==> src/rtl/id_ex_operand_stage_pkg.sv <==
// -----------------------------------------------------------------------------
// id_ex_operand_stage_pkg
// Shared Falco types for the decode-to-execute operand stage:
//   xlen_data_t     - datapath word
//   reg_addr_t      - architectural register index
//   alu_op_t        - ALU operation encoding
//   id_ex_bundle_t  - decoded fields held by the ID/EX register
//   addr_match()    - register-index compare that never matches x0
// -----------------------------------------------------------------------------
package id_ex_operand_stage_pkg;

   localparam int XLEN_W    = 32;
   localparam int REG_ADDR_W = 5;

   typedef logic [XLEN_W-1:0]     xlen_data_t;
   typedef logic [REG_ADDR_W-1:0] reg_addr_t;

   typedef enum logic [2:0] {
      ALU_ADD = 3'd0,
      ALU_SUB = 3'd1,
      ALU_AND = 3'd2,
      ALU_OR  = 3'd3,
      ALU_XOR = 3'd4,
      ALU_SLT = 3'd5,
      ALU_SLL = 3'd6,
      ALU_SR  = 3'd7
   } alu_op_t;

   typedef struct packed {
      xlen_data_t pc;
      reg_addr_t  rs1_addr;
      reg_addr_t  rs2_addr;
      xlen_data_t imm;
      logic       use_pc;
      logic       use_imm;
      alu_op_t    alu_op;
      logic       shift_sel;
      reg_addr_t  rd_addr;
      logic       reg_write;
      logic       is_load;
   } id_ex_bundle_t;

   localparam id_ex_bundle_t ID_EX_BUNDLE_RESET = '0;

   // x0 is hardwired to zero, so a producer writing x0 never matches a source.
   function automatic logic addr_match(input reg_addr_t a, input reg_addr_t b);
      return (a != '0) && (a == b);
   endfunction

endpackage

==> src/rtl/id_ex_operand_stage_operand_forward.sv <==
// -----------------------------------------------------------------------------
// id_ex_operand_stage_operand_forward
// Per-source forward mux and load-use compare for one held operand.
//   rs_addr_i / held_data_i   - held source index and its operand register
//   rs_used_i                 - source participates in the hazard check
//   mem_* / wb_*              - producer info from the MEM and WB stages
//   fwd_data_o                - forwarded operand (0 for x0)
//   load_hit_o                - MEM-stage load targets this source
//   wb_hit_o                  - WB write targets this source (used for refresh)
// -----------------------------------------------------------------------------
module id_ex_operand_stage_operand_forward
   import id_ex_operand_stage_pkg::*;
(
   input  reg_addr_t  rs_addr_i,
   input  xlen_data_t held_data_i,
   input  logic       rs_used_i,
   input  logic       mem_valid_i,
   input  logic       mem_reg_write_i,
   input  logic       mem_is_load_i,
   input  reg_addr_t  mem_rd_addr_i,
   input  xlen_data_t mem_data_i,
   input  logic       wb_valid_i,
   input  logic       wb_reg_write_i,
   input  reg_addr_t  wb_rd_addr_i,
   input  xlen_data_t wb_data_i,
   output xlen_data_t fwd_data_o,
   output logic       load_hit_o,
   output logic       wb_hit_o
);

   logic mem_fwd;
   logic mem_write_match;

   // Producer matches; a MEM load has no data yet, so it stalls instead of forwarding.
   always_comb begin
      mem_write_match = mem_valid_i & mem_reg_write_i & addr_match(mem_rd_addr_i, rs_addr_i);
      mem_fwd         = mem_write_match & ~mem_is_load_i;
      load_hit_o      = rs_used_i & mem_write_match & mem_is_load_i;
      wb_hit_o        = wb_valid_i & wb_reg_write_i & addr_match(wb_rd_addr_i, rs_addr_i);
   end

   // Forward mux: x0 first, then the younger MEM result, then WB, then the held value.
   always_comb begin
      fwd_data_o = held_data_i;
      if (rs_addr_i == '0) begin
         fwd_data_o = '0;
      end else if (mem_fwd) begin
         fwd_data_o = mem_data_i;
      end else if (wb_hit_o) begin
         fwd_data_o = wb_data_i;
      end else begin
         fwd_data_o = held_data_i;
      end
   end

endmodule

==> src/rtl/id_ex_operand_stage.sv <==
// -----------------------------------------------------------------------------
// id_ex_operand_stage
// Falco ID/EX pipeline register feeding the ALU. Holds one decoded instruction,
// forwards operands from MEM/WB, stalls on load-use and supports flush.
//   clk, rst                  - clock, asynchronous active-high reset
//   in_*                      - decoded instruction with valid/ready handshake
//   flush                     - kill the held instruction and drop any incoming one
//   mem_*, wb_*               - producer info for forwarding and hazard detection
//   out_valid / out_ready     - handshake towards execute
//   alu_a, alu_b, alu_op, shift_sel, store_data, out_*  - execute operands/fields
//   hazard_stall              - load-use stall active
// -----------------------------------------------------------------------------
module id_ex_operand_stage
   import id_ex_operand_stage_pkg::*;
#(
   parameter int XLEN    = 32,
   parameter int RADDR_W = 5
) (
   input  logic               clk,
   input  logic               rst,
   input  logic               in_valid,
   output logic               in_ready,
   input  logic [XLEN-1:0]    in_pc,
   input  logic [RADDR_W-1:0] in_rs1_addr,
   input  logic [RADDR_W-1:0] in_rs2_addr,
   input  logic [XLEN-1:0]    in_rs1_data,
   input  logic [XLEN-1:0]    in_rs2_data,
   input  logic [XLEN-1:0]    in_imm,
   input  logic               in_use_pc,
   input  logic               in_use_imm,
   input  logic [2:0]         in_alu_op,
   input  logic               in_shift_sel,
   input  logic [RADDR_W-1:0] in_rd_addr,
   input  logic               in_reg_write,
   input  logic               in_is_load,
   input  logic               flush,
   input  logic               mem_valid,
   input  logic               mem_reg_write,
   input  logic               mem_is_load,
   input  logic [RADDR_W-1:0] mem_rd_addr,
   input  logic [XLEN-1:0]    mem_data,
   input  logic               wb_valid,
   input  logic               wb_reg_write,
   input  logic [RADDR_W-1:0] wb_rd_addr,
   input  logic [XLEN-1:0]    wb_data,
   output logic               out_valid,
   input  logic               out_ready,
   output logic [XLEN-1:0]    alu_a,
   output logic [XLEN-1:0]    alu_b,
   output logic [2:0]         alu_op,
   output logic               shift_sel,
   output logic [XLEN-1:0]    store_data,
   output logic [XLEN-1:0]    out_pc,
   output logic [RADDR_W-1:0] out_rd_addr,
   output logic               out_reg_write,
   output logic               out_is_load,
   output logic               hazard_stall
);

   id_ex_bundle_t held_q, held_d;
   xlen_data_t    rs1_data_q, rs1_data_d;
   xlen_data_t    rs2_data_q, rs2_data_d;
   logic          valid_q, valid_d;

   xlen_data_t    fwd_rs1, fwd_rs2;
   logic          rs1_load_hit, rs2_load_hit;
   logic          rs1_wb_hit, rs2_wb_hit;
   logic          capture, fire;

   // rs1 is irrelevant to the hazard when operand a is the PC; rs2 always feeds store_data.
   id_ex_operand_stage_operand_forward u_fwd_rs1 (
      .rs_addr_i       (held_q.rs1_addr),
      .held_data_i     (rs1_data_q),
      .rs_used_i       (~held_q.use_pc),
      .mem_valid_i     (mem_valid),
      .mem_reg_write_i (mem_reg_write),
      .mem_is_load_i   (mem_is_load),
      .mem_rd_addr_i   (mem_rd_addr),
      .mem_data_i      (mem_data),
      .wb_valid_i      (wb_valid),
      .wb_reg_write_i  (wb_reg_write),
      .wb_rd_addr_i    (wb_rd_addr),
      .wb_data_i       (wb_data),
      .fwd_data_o      (fwd_rs1),
      .load_hit_o      (rs1_load_hit),
      .wb_hit_o        (rs1_wb_hit)
   );

   id_ex_operand_stage_operand_forward u_fwd_rs2 (
      .rs_addr_i       (held_q.rs2_addr),
      .held_data_i     (rs2_data_q),
      .rs_used_i       (1'b1),
      .mem_valid_i     (mem_valid),
      .mem_reg_write_i (mem_reg_write),
      .mem_is_load_i   (mem_is_load),
      .mem_rd_addr_i   (mem_rd_addr),
      .mem_data_i      (mem_data),
      .wb_valid_i      (wb_valid),
      .wb_reg_write_i  (wb_reg_write),
      .wb_rd_addr_i    (wb_rd_addr),
      .wb_data_i       (wb_data),
      .fwd_data_o      (fwd_rs2),
      .load_hit_o      (rs2_load_hit),
      .wb_hit_o        (rs2_wb_hit)
   );

   // Handshake and ALU-facing outputs; flush deliberately does not touch in_ready.
   always_comb begin
      hazard_stall  = valid_q & (rs1_load_hit | rs2_load_hit);
      out_valid     = valid_q & ~hazard_stall;
      in_ready      = ~valid_q | (out_ready & ~hazard_stall);
      capture       = in_valid & in_ready;
      fire          = out_valid & out_ready;
      alu_a         = held_q.use_pc  ? held_q.pc  : fwd_rs1;
      alu_b         = held_q.use_imm ? held_q.imm : fwd_rs2;
      store_data    = fwd_rs2;
      alu_op        = held_q.alu_op;
      shift_sel     = held_q.shift_sel;
      out_pc        = held_q.pc;
      out_rd_addr   = held_q.rd_addr;
      out_reg_write = held_q.reg_write;
      out_is_load   = held_q.is_load;
   end

   // Next state: capture a new instruction, or refresh held operands from WB so a
   // retiring producer's value survives after it leaves the forwarding window.
   always_comb begin
      held_d     = held_q;
      rs1_data_d = rs1_data_q;
      rs2_data_d = rs2_data_q;
      if (capture && !flush) begin
         held_d.pc        = in_pc;
         held_d.rs1_addr  = in_rs1_addr;
         held_d.rs2_addr  = in_rs2_addr;
         held_d.imm       = in_imm;
         held_d.use_pc    = in_use_pc;
         held_d.use_imm   = in_use_imm;
         held_d.alu_op    = alu_op_t'(in_alu_op);
         held_d.shift_sel = in_shift_sel;
         held_d.rd_addr   = in_rd_addr;
         held_d.reg_write = in_reg_write;
         held_d.is_load   = in_is_load;
         rs1_data_d       = in_rs1_data;
         rs2_data_d       = in_rs2_data;
      end else if (valid_q) begin
         if (rs1_wb_hit) begin
            rs1_data_d = wb_data;
         end else begin
            rs1_data_d = rs1_data_q;
         end
         if (rs2_wb_hit) begin
            rs2_data_d = wb_data;
         end else begin
            rs2_data_d = rs2_data_q;
         end
      end else begin
         held_d = held_q;
      end

      if (flush) begin
         valid_d = 1'b0;
      end else if (capture) begin
         valid_d = 1'b1;
      end else if (fire) begin
         valid_d = 1'b0;
      end else begin
         valid_d = valid_q;
      end
   end

   // State registers with asynchronous reset.
   always_ff @(posedge clk or posedge rst) begin
      if (rst) begin
         valid_q    <= 1'b0;
         held_q     <= ID_EX_BUNDLE_RESET;
         rs1_data_q <= '0;
         rs2_data_q <= '0;
      end else begin
         valid_q    <= valid_d;
         held_q     <= held_d;
         rs1_data_q <= rs1_data_d;
         rs2_data_q <= rs2_data_d;
      end
   end

endmodule
==> config.mk <==
export PLATFORM = sky130hd
export DESIGN_NAME = id_ex_operand_stage
export DESIGN_NICKNAME = d
export VERILOG_FILES = /design/src/rtl/id_ex_operand_stage_pkg.sv /design/src/rtl/id_ex_operand_stage_operand_forward.sv /design/src/rtl/id_ex_operand_stage.sv
export SDC_FILE = /design/constraint.sdc
export NUM_CORES = 1
export LEC_CHECK = 0
export BUFFER_PORTS_ARGS = -buffer_cell sky130_fd_sc_hd__buf_2
export CAP_MARGIN = 40
export CORE_AREA = 2 2 147 149
export CTS_BUF_LIST = sky130_fd_sc_hd__clkbuf_16
export CTS_CLUSTER_SIZE = 10
export DETAILED_ROUTE_END_ITERATION = 6
export DIE_AREA = 0 0 149 151
export PLACE_DENSITY = 0.76
export SYNTH_ARGS = -nofsm -noshare
export SYNTH_HDL_FRONTEND = slang
export SYNTH_SLANG_ARGS = --single-unit
export TNS_END_PERCENT = 30
==> constraint.sdc <==
create_clock -name clk -period 6.5 [get_ports clk]
set_input_delay 1.3 -clock clk [delete_from_list [all_inputs] [get_ports clk]]
set_output_delay 1.3 -clock clk [all_outputs]
set_load 0.01 [all_outputs]
# Word-level counts from Yosys, hierarchy flattened
# Index checks and enable logic that the tools add are counted.
[word_totals]
wordCells = 67
out_inout_bits = 142
register_bits = 152
inputBits = 235
[op_classes]
reduce_logical = 12
n_bitwise = 22
n_eq_ne = 4
mux = 15
[op_table]
columns = ["op", "n"]
rows = [
  ["two-way mux 32 bit", 12],
  ["== test 5 bit", 4],
  ["bitwise AND 1 bit", 16],
  ["logical NOT 5 bit", 2],
  ["nonzero test 5 bit", 2],
  ["logical AND 1 bit", 5],
  ["NOT 1 bit", 4],
  ["two-way mux 1 bit", 3],
  ["nonzero test 3 bit", 1],
  ["OR 1 bit", 2],
  ["nonzero test 2 bit", 1],
  ["logical NOT 1 bit", 1],
]

# Longest topological paths before layout
[logic_depth]
word_depth = 13
depth_mapped = 8
ltp_nobuf = 6

# Cells and area by module
# From an unflattened synthesis, not the netlist that was laid out.
[hier_totals]
cells_unflattened = 724
hier_area_um2 = 9282.7
[modules_own_cells]
columns = ["mod", "seq_area_each_um2", "n_inst", "cells_each", "area_per_inst_um2"]
rows = [
  ["id_ex_operand_stage", 3803.6, 1, 514, 7511.0],
  ["id_ex_operand_stage_operand_forward", 0.0, 2, 105, 885.8],
]

# Least setup slack after synthesis
# OpenSTA, ideal clock, no wires.
[synth_path]
path_kind = "input-to-output"
from = "input port wb_rd_addr[0]"
to = "output port alu_b[11]"
path_buffers = 1
arrival_ns = 2.957
path_slack_ns = 2.243
path_stages = 7
t_required_ns = 5.200
cell_sequence = "or4_4 > o211ai_4 > nor4_4 > buf_6 > mux2_4 > nor2_1 > o31ai_1"
[synth_between]
elab_chain_cells = 7
elab_cells_between_ends = 8
cone_classes = "eq/ne (1); mux (4); bitwise (1); reduce/logical (2)"
[synth_lines]
columns = ["item", "line", "source"]
rows = [
  ["start: declaration", "id_ex_operand_stage.sv:44", "input logic [RADDR_W-1:0] wb_rd_addr,"],
  ["== test 5 bit / nonzero test 5 bit (equally long branches)", "id_ex_operand_stage_pkg.sv:47", "return (a != '0) && (a == b);"],
  ["logical AND 1 bit (*)", "id_ex_operand_stage_pkg.sv:47", ""],
  ["bitwise AND 1 bit (*)", "id_ex_operand_stage_operand_forward.sv:39", "wb_hit_o = wb_valid_i & wb_reg_write_i & addr_match(wb_rd_addr_i, rs_addr_i);"],
  ["two-way mux 32 bit (*)", "id_ex_operand_stage_operand_forward.sv:49", "end else if (wb_hit_o) begin"],
  ["two-way mux 32 bit (*)", "id_ex_operand_stage_operand_forward.sv:47", "end else if (mem_fwd) begin"],
  ["two-way mux 32 bit (*)", "id_ex_operand_stage_operand_forward.sv:45", "if (rs_addr_i == '0) begin"],
  ["two-way mux 32 bit (*)", "id_ex_operand_stage.sv:115", "alu_b = held_q.use_imm ? held_q.imm : fwd_rs2;"],
  ["end: declaration", "id_ex_operand_stage.sv:49", "output logic [XLEN-1:0] alu_b,"],
]
# Mark *: on every way between the ends. The rest lies on a longest branch, timed or not.

# Worst setup path after layout
[layout_path]
from = "input port mem_rd_addr[0]"
to = "output port alu_b[20]"
[layout_between]
elab_chain_cells = 7
elab_cells_between_ends = 8
cone_classes = "eq/ne (1); mux (3); bitwise (2); reduce/logical (2)"
[layout_lines]
columns = ["item", "line", "source"]
rows = [
  ["start: declaration", "id_ex_operand_stage.sv:40", "input logic [RADDR_W-1:0] mem_rd_addr,"],
  ["== test 5 bit / nonzero test 5 bit (equally long branches)", "id_ex_operand_stage_pkg.sv:47", ""],
  ["logical AND 1 bit (*)", "id_ex_operand_stage_pkg.sv:47", ""],
  ["bitwise AND 1 bit (*)", "id_ex_operand_stage_operand_forward.sv:36", "mem_write_match = mem_valid_i & mem_reg_write_i & addr_match(mem_rd_addr_i, rs_addr_i);"],
  ["bitwise AND 1 bit (*)", "id_ex_operand_stage_operand_forward.sv:37", "mem_fwd = mem_write_match & ~mem_is_load_i;"],
  ["two-way mux 32 bit (*)", "id_ex_operand_stage_operand_forward.sv:47", ""],
  ["two-way mux 32 bit (*)", "id_ex_operand_stage_operand_forward.sv:45", ""],
  ["two-way mux 32 bit (*)", "id_ex_operand_stage.sv:115", ""],
]
# Marks and branches as above.

==> results.yml <==
power:
  p_per_area_nw_per_um2: 289.6
  seqPwrFrac: 0.357
  pwr-share-comb: 0.361
  sw_frac_of_total: 0.3581
  ir_worst_vdd_uv: 171.7
  power.leakage_nw: 5.675
  cell_internal_pwr_mw: 2.244
  clockPowerShare: 0.282
  power.switching_mw: 1.252
status:
  status: "completed"
global_routing:
  grt_antenna_before_repair: 5
  grt_pass1_wl_mm: 53.26
  grt_pass1_vias: 9615
  grt_use_total: 0.3086
  overflow: 0
  grt_max_degree: 74
route:
  routed_wl_mm: 35.23
  dr.pass1.iters: 5
  drcViolationCount: 0
  drt_iter0_markers: 729
  drtAntennaViolNets: 0
  drt-vias-per-instance: 5.879
  met3WireLength_mm: 3.159
  wl_per_cell_um: 21.79
  top_layer: "met5"
  wl_met2_mm: 16.73
  met1Wirelength_mm: 13.49
  vias: 9507
timing:
  setup_violations: 0
  finalClockSkew_ns: 0.01404
  tns_ns: 0
  finalHoldViolCount: 0
  worst_slew_pin_slew_ns: 0.9067
  slew_headroom: 0.3955
  fin_crit_sh: 0.7974
  rsz0062_at_grt: "no"
  fmax_mhz: 192.9
  timing.hold.ws_ns: 0.4875
  min_period_ns: 5.183
  finalMaxSlewViolations: 0
run:
  cap_violations: 0
worst_setup_path:
  crit_path_end_kind: "primary output"
  cp_top_family: "simple AND/OR/NAND/NOR gates"
  critPathSlowestCell: "or2_2"
  critPathLaunchType: "input pin"
  max_stage_delay_ns: 0.75
  cp.buffers_inverters: 2
  crit_arrival_ns: 3.88
  path_class: "in -> out"
  cp.required_ns: 5.20
  path_max_fanout: 32
  crit_chain: "buf_2, or4_1, nor2_1, or3_1, or2_2, nor2_1, o31ai_1, buf_2"
layout:
  fin_util: 0.5797
  n_fill_cell: 1825
  seq_area_um2: 3805
  nets: 1558
  instances_no_fill: 1617
  final_area_um2: 12070
  multi_input_area_um2: 5210
  final_layout_size_suffix_gt1_frac: 0.4371
  area_growth_syn_to_layout_pct: 25.14
clocking:
  clk_pin_slew_ns: 0.07
  cts_buffer_depth: 2
  hold_buffers: 0
  postCtsSetupBuffers: 0
  tritoncts: "yes"
  clock-sinks: 152
  root_buffer: "clkbuf_16"
  clk_latency_ns: 0.43
  post_cts_resized: 0
  ctsHtreeMaxLevel: 4
  cts_made_buffers: 17
placed_design:
  portBuffers: 376
  place_inst: 1579
  dpl-instance-area_um2: 11490
  dp_hpwl_mm: 24.90
  routabilityCongestion: 0.9112
synth:
  ys_ff_latch: 152
  synth_seq_area_share: 0.3943
  synth_fp_nets: 1262
  syn_area_per_cell_um2: 9.392
  yosysWarnings: 0
  syn_area_um2: 9646
  netlist_instances: 1027
  yosysUniqueCellTypes: 38
floorplanning:
  pin_count: 377
  row_count: 53
  die_height_um: 151
  core_area_um2: 20820
  die_area_um2: 22500
  die_w_um: 149
  initial_core_util: 0.4632
worst_hold_path:
  holdCritPathClass: "reg -> reg"
cells in the final DEF (no fill, tap or decap), types with 32 or more instances in the layout:
cell     count
nand2_1    194
a21oi_1     65
o21ai_0     34
o31ai_1     32
dfrtp_1    151
nor3_1      33
nor2_1     101
buf_2      376
a221o_1     64
mux2_4      60
mux2_2      79
Yosys cell counts:
library cell  instances  share of area
or4_4                 1         0.0012
o31ai_1              32          0.025
nand2b_1              1        0.00065
a21oi_1              66          0.034
nor2_1              104          0.040
nor4_4                2         0.0044
nand4_1               1        0.00065
o21ai_0              34          0.018
o21ai_1              31          0.016
dfrtp_1             152           0.39
buf_1                 6         0.0023
mux2_2               79          0.092
o211ai_4              1         0.0022
o21ba_2               1         0.0010
clkbuf_1             43          0.017
a31oi_2               1         0.0013
buf_6                 6         0.0070
xor2_1                8         0.0073
nor3_1               33          0.017
or3_1                 1        0.00065
buf_2                20          0.010
nand3_1               3         0.0016
buf_4                44          0.034
mux2_4               60          0.093
or4_1                 3         0.0023
and4_1                1        0.00091
o21a_1                1        0.00078
o22ai_2               1         0.0013
nor4_2                1         0.0013
a221o_1              64          0.066
inv_1                 3         0.0012
xnor2_1              12          0.011
nor2b_1               1        0.00065
nor4_1                1        0.00065
nand2_1             194          0.075
mux2_1               12          0.014
or2_2                 2         0.0013
nor3b_1               1        0.00078
path summary, 6_finish.rpt:
check,to,cells past startpoint,slack (ns),startpoint
max,alu_b[20],8,1.32,mem_rd_addr[0]
max reg2reg,rs1_data_q[19],6,3.45,held_q[12]
min in group asynchronous,held_q[34],2,0.83,rst
min reg2reg,held_q[35],1,0.49,held_q[35]
min,held_q[35],1,0.49,held_q[35]
max in group asynchronous,rs1_data_q[19],4,4.17,rst
kinds of logic (layout without fill, tap and decap cells):
group,count (synthesis),after routing,share of synthesized area
other,0,6,0
AOI/OAI and AO/OA,232,232,0.1659
xor gates and xnor gates,20,20,0.01816
muxes,151,151,0.1996
and+or+nand+nor,350,350,0.1501
DFF,152,152,0.3943
buffers and inverters,122,431,0.07186
flip-flops by register name, indices dropped and copies added (netlist names):
register	count
valid_q	1
rs1_data_q	32
alu_op	3
shift_sel	1
out_reg_write	1
held_q	44
rs2_data_q	32
out_rd_addr	5
out_is_load	1
out_pc	32
layer usage:
layer / vias to the layer above / track usage
met2: 597 / 0.5014
met3: 116 / 0.07801
met5: - / 0
met4: 2 / 0.1657
met1: 4577 / 0.3786
li1: 4215 / -
power by group through the flow:
stage          sequential [mW]  clock (mW)  combinational [mW]
2_1_floorplan             1.22           0               0.850
3_3_place_gp              1.25           0                1.22
3_5_place_dp              1.26           0                1.25
4_1_cts                   1.24       0.999                1.26
5_1_grt                   1.27        1.05                1.37
6_report                  1.25       0.985                1.26
through the flow:
step / worst slack [ns] / power [mW]
after floorplan: 1.107 / 2.071
after global placement: 1.409 / 2.474
after detailed placement: 1.390 / 2.510
after CTS: 1.384 / 3.501
after global routing: 1.210 / 3.682
final: 1.317 / 3.496
final cells by class:
class / instances / share of cell area
multi-input cells: 753 / 0.4316
flip-flops and latches: 152 / 0.3152
repair buffers: 396 / 0.1751
clock buffers: 17 / 0.03524
well taps: 275 / 0.02851
clock inverters: 15 / 0.01171
inverters: 3 / 0.001348
diodes: 6 / 0.001244
Power figures use the tool's default switching activity.
